==> src/rtl/acc_pkg.sv <==
// Shared types and constants for the result block accumulator.
// The log2 helper sizes the sample counter and the mean shift from COUNT.
package acc_pkg;

   localparam int ACC_DATA_W = 16;
   localparam int ACC_COUNT  = 4;

   typedef enum logic {
      ACCUM = 1'b0,
      HOLD  = 1'b1
   } acc_state_e;

   function automatic int acc_log2(input int n);
      return $clog2(n);
   endfunction

   localparam int ACC_COUNT_LOG2 = acc_log2(ACC_COUNT);

endpackage

==> src/rtl/result_block_accumulator.sv <==
// Sums COUNT products per block and presents sum/mean over valid/ready.
// Result is valid one edge after the last sample; in_ready drops while a result is held.
// Optional max-sample tracking is enabled by defining ACC_PEAK_EN.
module result_block_accumulator
   import acc_pkg::*;
#(
   parameter int DATA_W = ACC_DATA_W,
   parameter int COUNT  = ACC_COUNT
) (
   input  logic                               clk,
   input  logic                               rst_n,
   input  logic [DATA_W-1:0]                  in_data,
   input  logic                               in_valid,
   output logic                               in_ready,
   output logic [DATA_W+$clog2(COUNT)-1:0]    sum_out,
   output logic [DATA_W-1:0]                  mean_out,
   output logic                               out_valid,
   input  logic                               out_ready
`ifdef ACC_PEAK_EN
   ,
   output logic [DATA_W-1:0]                  peak_out
`endif
);

   localparam int LW = acc_log2(COUNT);
   localparam int SW = DATA_W + LW;

   acc_state_e          state_q;
   logic [SW-1:0]       acc_q;
   logic [SW-1:0]       acc_d;
   logic [SW-1:0]       sum_q;
   logic [DATA_W-1:0]   mean_q;
   logic [LW-1:0]       cnt_q;
   logic                in_ready_q;
   logic                out_valid_q;
   logic                take;
   logic                last;

   assign take  = in_valid & in_ready_q;
   assign last  = (cnt_q == LW'(COUNT - 1));
   assign acc_d = acc_q + SW'(in_data);

   always_ff @(posedge clk or negedge rst_n) begin
      if (!rst_n) begin
         state_q     <= ACCUM;
         acc_q       <= '0;
         cnt_q       <= '0;
         sum_q       <= '0;
         mean_q      <= '0;
         in_ready_q  <= 1'b1;
         out_valid_q <= 1'b0;
      end else begin
         case (state_q)
            ACCUM: begin
               if (take) begin
                  if (last) begin
                     sum_q       <= acc_d;
                     mean_q      <= DATA_W'(acc_d >> LW);
                     acc_q       <= '0;
                     cnt_q       <= '0;
                     out_valid_q <= 1'b1;
                     in_ready_q  <= 1'b0;
                     state_q     <= HOLD;
                  end else begin
                     acc_q <= acc_d;
                     cnt_q <= cnt_q + LW'(1);
                  end
               end
            end
            HOLD: begin
               // Result stays on sum/mean after handoff; only the valid flag drops.
               if (out_ready) begin
                  out_valid_q <= 1'b0;
                  in_ready_q  <= 1'b1;
                  state_q     <= ACCUM;
               end
            end
            default: state_q <= ACCUM;
         endcase
      end
   end

   assign in_ready  = in_ready_q;
   assign out_valid = out_valid_q;
   assign sum_out   = sum_q;
   assign mean_out  = mean_q;

`ifdef ACC_PEAK_EN
   logic [DATA_W-1:0] peak_q;
   logic [DATA_W-1:0] peak_d;
   logic [DATA_W-1:0] peak_out_q;

   // Strict compare: an equal sample leaves the stored peak untouched.
   assign peak_d = (in_data > peak_q) ? in_data : peak_q;

   always_ff @(posedge clk or negedge rst_n) begin
      if (!rst_n) begin
         peak_q     <= '0;
         peak_out_q <= '0;
      end else if (take) begin
         if (last) begin
            peak_out_q <= peak_d;
            peak_q     <= '0;
         end else begin
            peak_q <= peak_d;
         end
      end
   end

   assign peak_out = peak_out_q;
`endif

endmodule

==> config.mk <==
export PLATFORM = sky130hd
export DESIGN_NAME = result_block_accumulator
export DESIGN_NICKNAME = d
export VERILOG_FILES = /design/src/rtl/acc_pkg.sv /design/src/rtl/result_block_accumulator.sv
export SDC_FILE = /design/constraint.sdc
export NUM_CORES = 1
export LEC_CHECK = 0
export CAP_MARGIN = 20
export CORE_MARGIN = 5
export CORE_UTILIZATION = 40
export CTS_CLUSTER_DIAMETER = 60
export DETAILED_ROUTE_END_ITERATION = 12
export PLACE_DENSITY = 0.68
export REMOVE_ABC_BUFFERS = 1
export SYNTH_ARGS = -nofsm -noshare
export SYNTH_HDL_FRONTEND = slang
export SYNTH_SLANG_ARGS = --single-unit
==> constraint.sdc <==
create_clock -name clk -period 2.2 [get_ports clk]
set_clock_uncertainty 0.1 [all_clocks]
set_input_delay 0.55 -clock clk [delete_from_list [all_inputs] [get_ports clk]]
set_output_delay 0.55 -clock clk [all_outputs]
set_load 0.01 [all_outputs]
==> metrics.md <==
| Metric | Value |
|---|---|
| Via/cell ratio | 5.09 |
| Hold-fix buffers at CTS | 0 |
| Mean Syn Cell Area | 9.03 sq um |
| Largest net degree at the start of global routing | 22 |
| F_max | approximately 440 MHz |
| Post-synthesis sequential area ratio | 41.5% |
| Post-route ant nets | 0 |
| DP HPWL | 4.66 mm |
| N_diodes | 0 |
| Top post-synthesis cells by area | dfrtp_1 (40%), ha_1 (8.6%), nand2_1 (7.9%), o21ai_1 (5.3%), buf_4 (4.9%) |
| Vias in the first global route | 2297 |
| Post-Route WL | 6.39 mm |
| GR peak layer | met2 |
| Setup Viol. Count Final | 3 |
| Max Cap Viol | 0 |
| Top delay family on crit path | buffers and inverters |
| CTS Buf Count | 5 |
| H-tree levels | 2 |
| Die Footprint | 7860 sq um |
| Yosys reg bits | slightly above 40 |
| Clk sinks | 41 |
| Failing checks | negative setup slack |
| Cell count after placement | 423 |
| Clock Tree Root | clkbuf_8 |
| Finished Layout Cells | 435 |
| Post-Syn Instances | 274 |
| M1 GR Usage | 21.4% |
| Period utilization | 103% |
| Worst Hold Class | in -> async |
| Clk slew on worst S/H paths | 0.08 ns |
| Die X-Extent | 88.6 um |
| Ys flop type | dfrtp_1 |
| Worst-path cell chain | clkdlybuf4s50_1 > ha_4 > nand2_1 > a211oi_2 > o31a_1 > nor3_2 > buf_4 > buf_6 > a211o_1 |
| Crit Path Class | in -> reg |
| Clock Latency Late Sink | 0.30 ns |
| Clock tree from TritonCTS | built |
| Share of layout cells above drive strength 1 | between 20 and 30% |
| Mapped Area | 2470 sq um |
| Crit path launch type | input pin |
| GRT overflow | 0 |
| Setup total negative slack | -0.159 ns |
| Pre-CTS WS | -0.802 ns |
| WP buf/inv | 3 |
| Post-synth cell types | 46 |
| Port Buffer Count | 55 |
| Pleak | 1.61 nW |
| CP Max Fanout | 5 |
| Max VDD drop | 0.739 mV |
| RSZ-0062 raised after global routing | yes |
| Final worst setup slack | -0.0617 ns |
| P&R area growth vs syn | 50.2% |
| Pre-antenna DRT Iters | 4 |
| Met3 Track Usage GR | 4.00% |
| Initial antenna violation count | 0 |
| NumNets Final | 397 |
| First-pass GRT wire length | 10.6 mm |
| Commonest non-fill, non-tap cell in the layout | nand2_1 |
| Post-synth top area cell | dfrtp_1 |
| Worst rel slew slack | 65.5% |
| Tightest Pin Transition | between 0.5 and 0.6 ns |
| Worst path slowest cell | clkdlybuf4s50_1 |
| Power Total | between 0.005 and 0.006 W |
| Die H | 88.6 um |
| Ys Warns | 0 |
| Critical Path RT | 2.29 ns |
| Post-DR wirelength/cell | 14.7 um |
| Most frequent cells in the layout | nand2_1 (51), clkdlybuf4s50_1 (45), buf_4 (45), dfrtp_1 (40), o21ai_1 (27) |
| DRC Markers | 0 |
| Outcome | finished with violations |
| I/O pin total | 56 |
| Layout fillers | 510 |
| Vias | about 2.2k |
| Tot GR Track Use | 17.1% |
| Fin crit period | 2.26 ns |
| EDFF count, synth | 0 |
| Ys async rst share | 100% |
| Share of the synthesized area in the top cell type | 40.5% |
| Starting Density | 41.5% |
| Met2 Use GR | 30.2% |
| Hold slack | approximately 0.12 ns |
| Core region area | 5960 sq um |
| Pwr Density | 1520 nW/um^2 |
| Max stage delay on crit path | 0.45 ns |
| Starting DRT DRC Count | 100 |
| Kind of end point of the critical path | register |
| Slew Limit Fails | 0 |
| Crit path DAT | 2.35 ns |
| Final hold viol count | 0 |
| Clock Tree Buf Depth | 2 |
| Cell Rows | 28 |
| Placer Congestion | 0.878 |
==> worst paths after layout <==
kind	start	endpoint	slack [ns]	cells past startpoint
hold reg to reg	in_ready$_DFFE_PN1P_	in_ready$_DFFE_PN1P_	0.38	2
min in group clk	in_ready$_DFFE_PN1P_	in_ready$_DFFE_PN1P_	0.38	2
setup reg to reg	acc_q[0]$_DFFE_PN0P_	sum_out[16]$_DFFE_PN0P_	0	10
hold / removal	rst_n	acc_q[16]$_DFFE_PN0P_	0.12	1
max in group asynchronous	rst_n	acc_q[11]$_DFFE_PN0P_	1.32	2
setup / recovery	in_data[9]	sum_out[16]$_DFFE_PN0P_	-0.06	9
==> layout make-up <==
cell class | instances | area, sq um | share of cell area (%)
clock inverter | 1 | 30.0 | 0.808
timing repair buffer | 101 | 886 | 23.8
inverter | 9 | 33.8 | 0.909
tap | 75 | 93.8 | 2.53
sequential | 41 | 1030 | 27.6
clock buffer | 7 | 86.3 | 2.32
multi-input combinational | 201 | 1560 | 42.0
==> cells in the mapped netlist (2+ instances only) <==
library cell,count
a211o_1,2
a211oi_1,2
a211oi_2,2
a21boi_1,2
a21oi_1,17
a21oi_2,2
buf_4,16
clkbuf_1,5
dfrtp_1,40
ha_1,17
inv_1,8
nand2_1,52
nand2b_1,3
nand3_1,4
nand4_1,2
nor2_1,6
nor2b_1,2
nor3_1,4
o211ai_1,5
o21ai_0,17
o21ai_1,26
o31ai_1,3
xnor2_1,9
xor2_1,6
==> repair_timing <==
item                       CTS  global route
buffers inserted             4             1
resized for setup           43            17
pin swaps                   25            11
setup endpoints to repair   26            19
==> stage by stage <==
step / instance area [sq um] / utilization (%)
after detailed placement: 3270 / 55.0
after CTS: 3620 / 60.7
after global placement: 3270 / 55.0
final: 3720 / 62.4
after global routing: 3720 / 62.4
after floorplan: 2320 / -
==> worst reg2reg max path, delay by kind of cell, from the launching register on <==
kind,cells,cell delay [ns]
AND/OR/NAND/NOR,2,0.22
buffers and inverters,3,0.29
adder cells (fa/ha/maj),2,0.52
AO/OA/AOI/OAI,3,0.61
flip-flops,1,0.36
==> routing by layer <==
metal / vias up / share of wire (%)
met2: 41 / 51
li1: 1112 / -
met3: 4 / 4.0
met1: 1059 / 44
met5: - / 0
met4: 0 / 0.42
==> power breakdown <==
| group | total [W] | switching (W) | internal, W | leakage [nW] |
|---|---|---|---|---|
| sequential | 0.00140 | 0.000289 | 0.00111 | 0.514 |
| clock | 0.000642 | 0.000272 | 0.000370 | 0.0585 |
| combinational | 0.00359 | 0.00165 | 0.00194 | 1.04 |
==> flip-flops by register name, indices dropped and copies added, names as in the netlist <==
name       cells
acc_q         18
state_q        1
out_valid      1
mean_out       1
in_ready       1
cnt_q          2
sum_out       17
==> cells by family (layout without fill, tap and decap cells) <==
group           Yosys count  count (layout)  share of synthesized area (%)
xor+xnor                 15              15                           5.31
simple gates             81              81                           14.9
compound gates           86              86                           20.8
flops                    41              41                           41.5
fa+ha+maj                18              18                           9.41
mux                       1               1                          0.455
buf+inv                  32             118                           7.59
(Power assumes the default switching activity.)
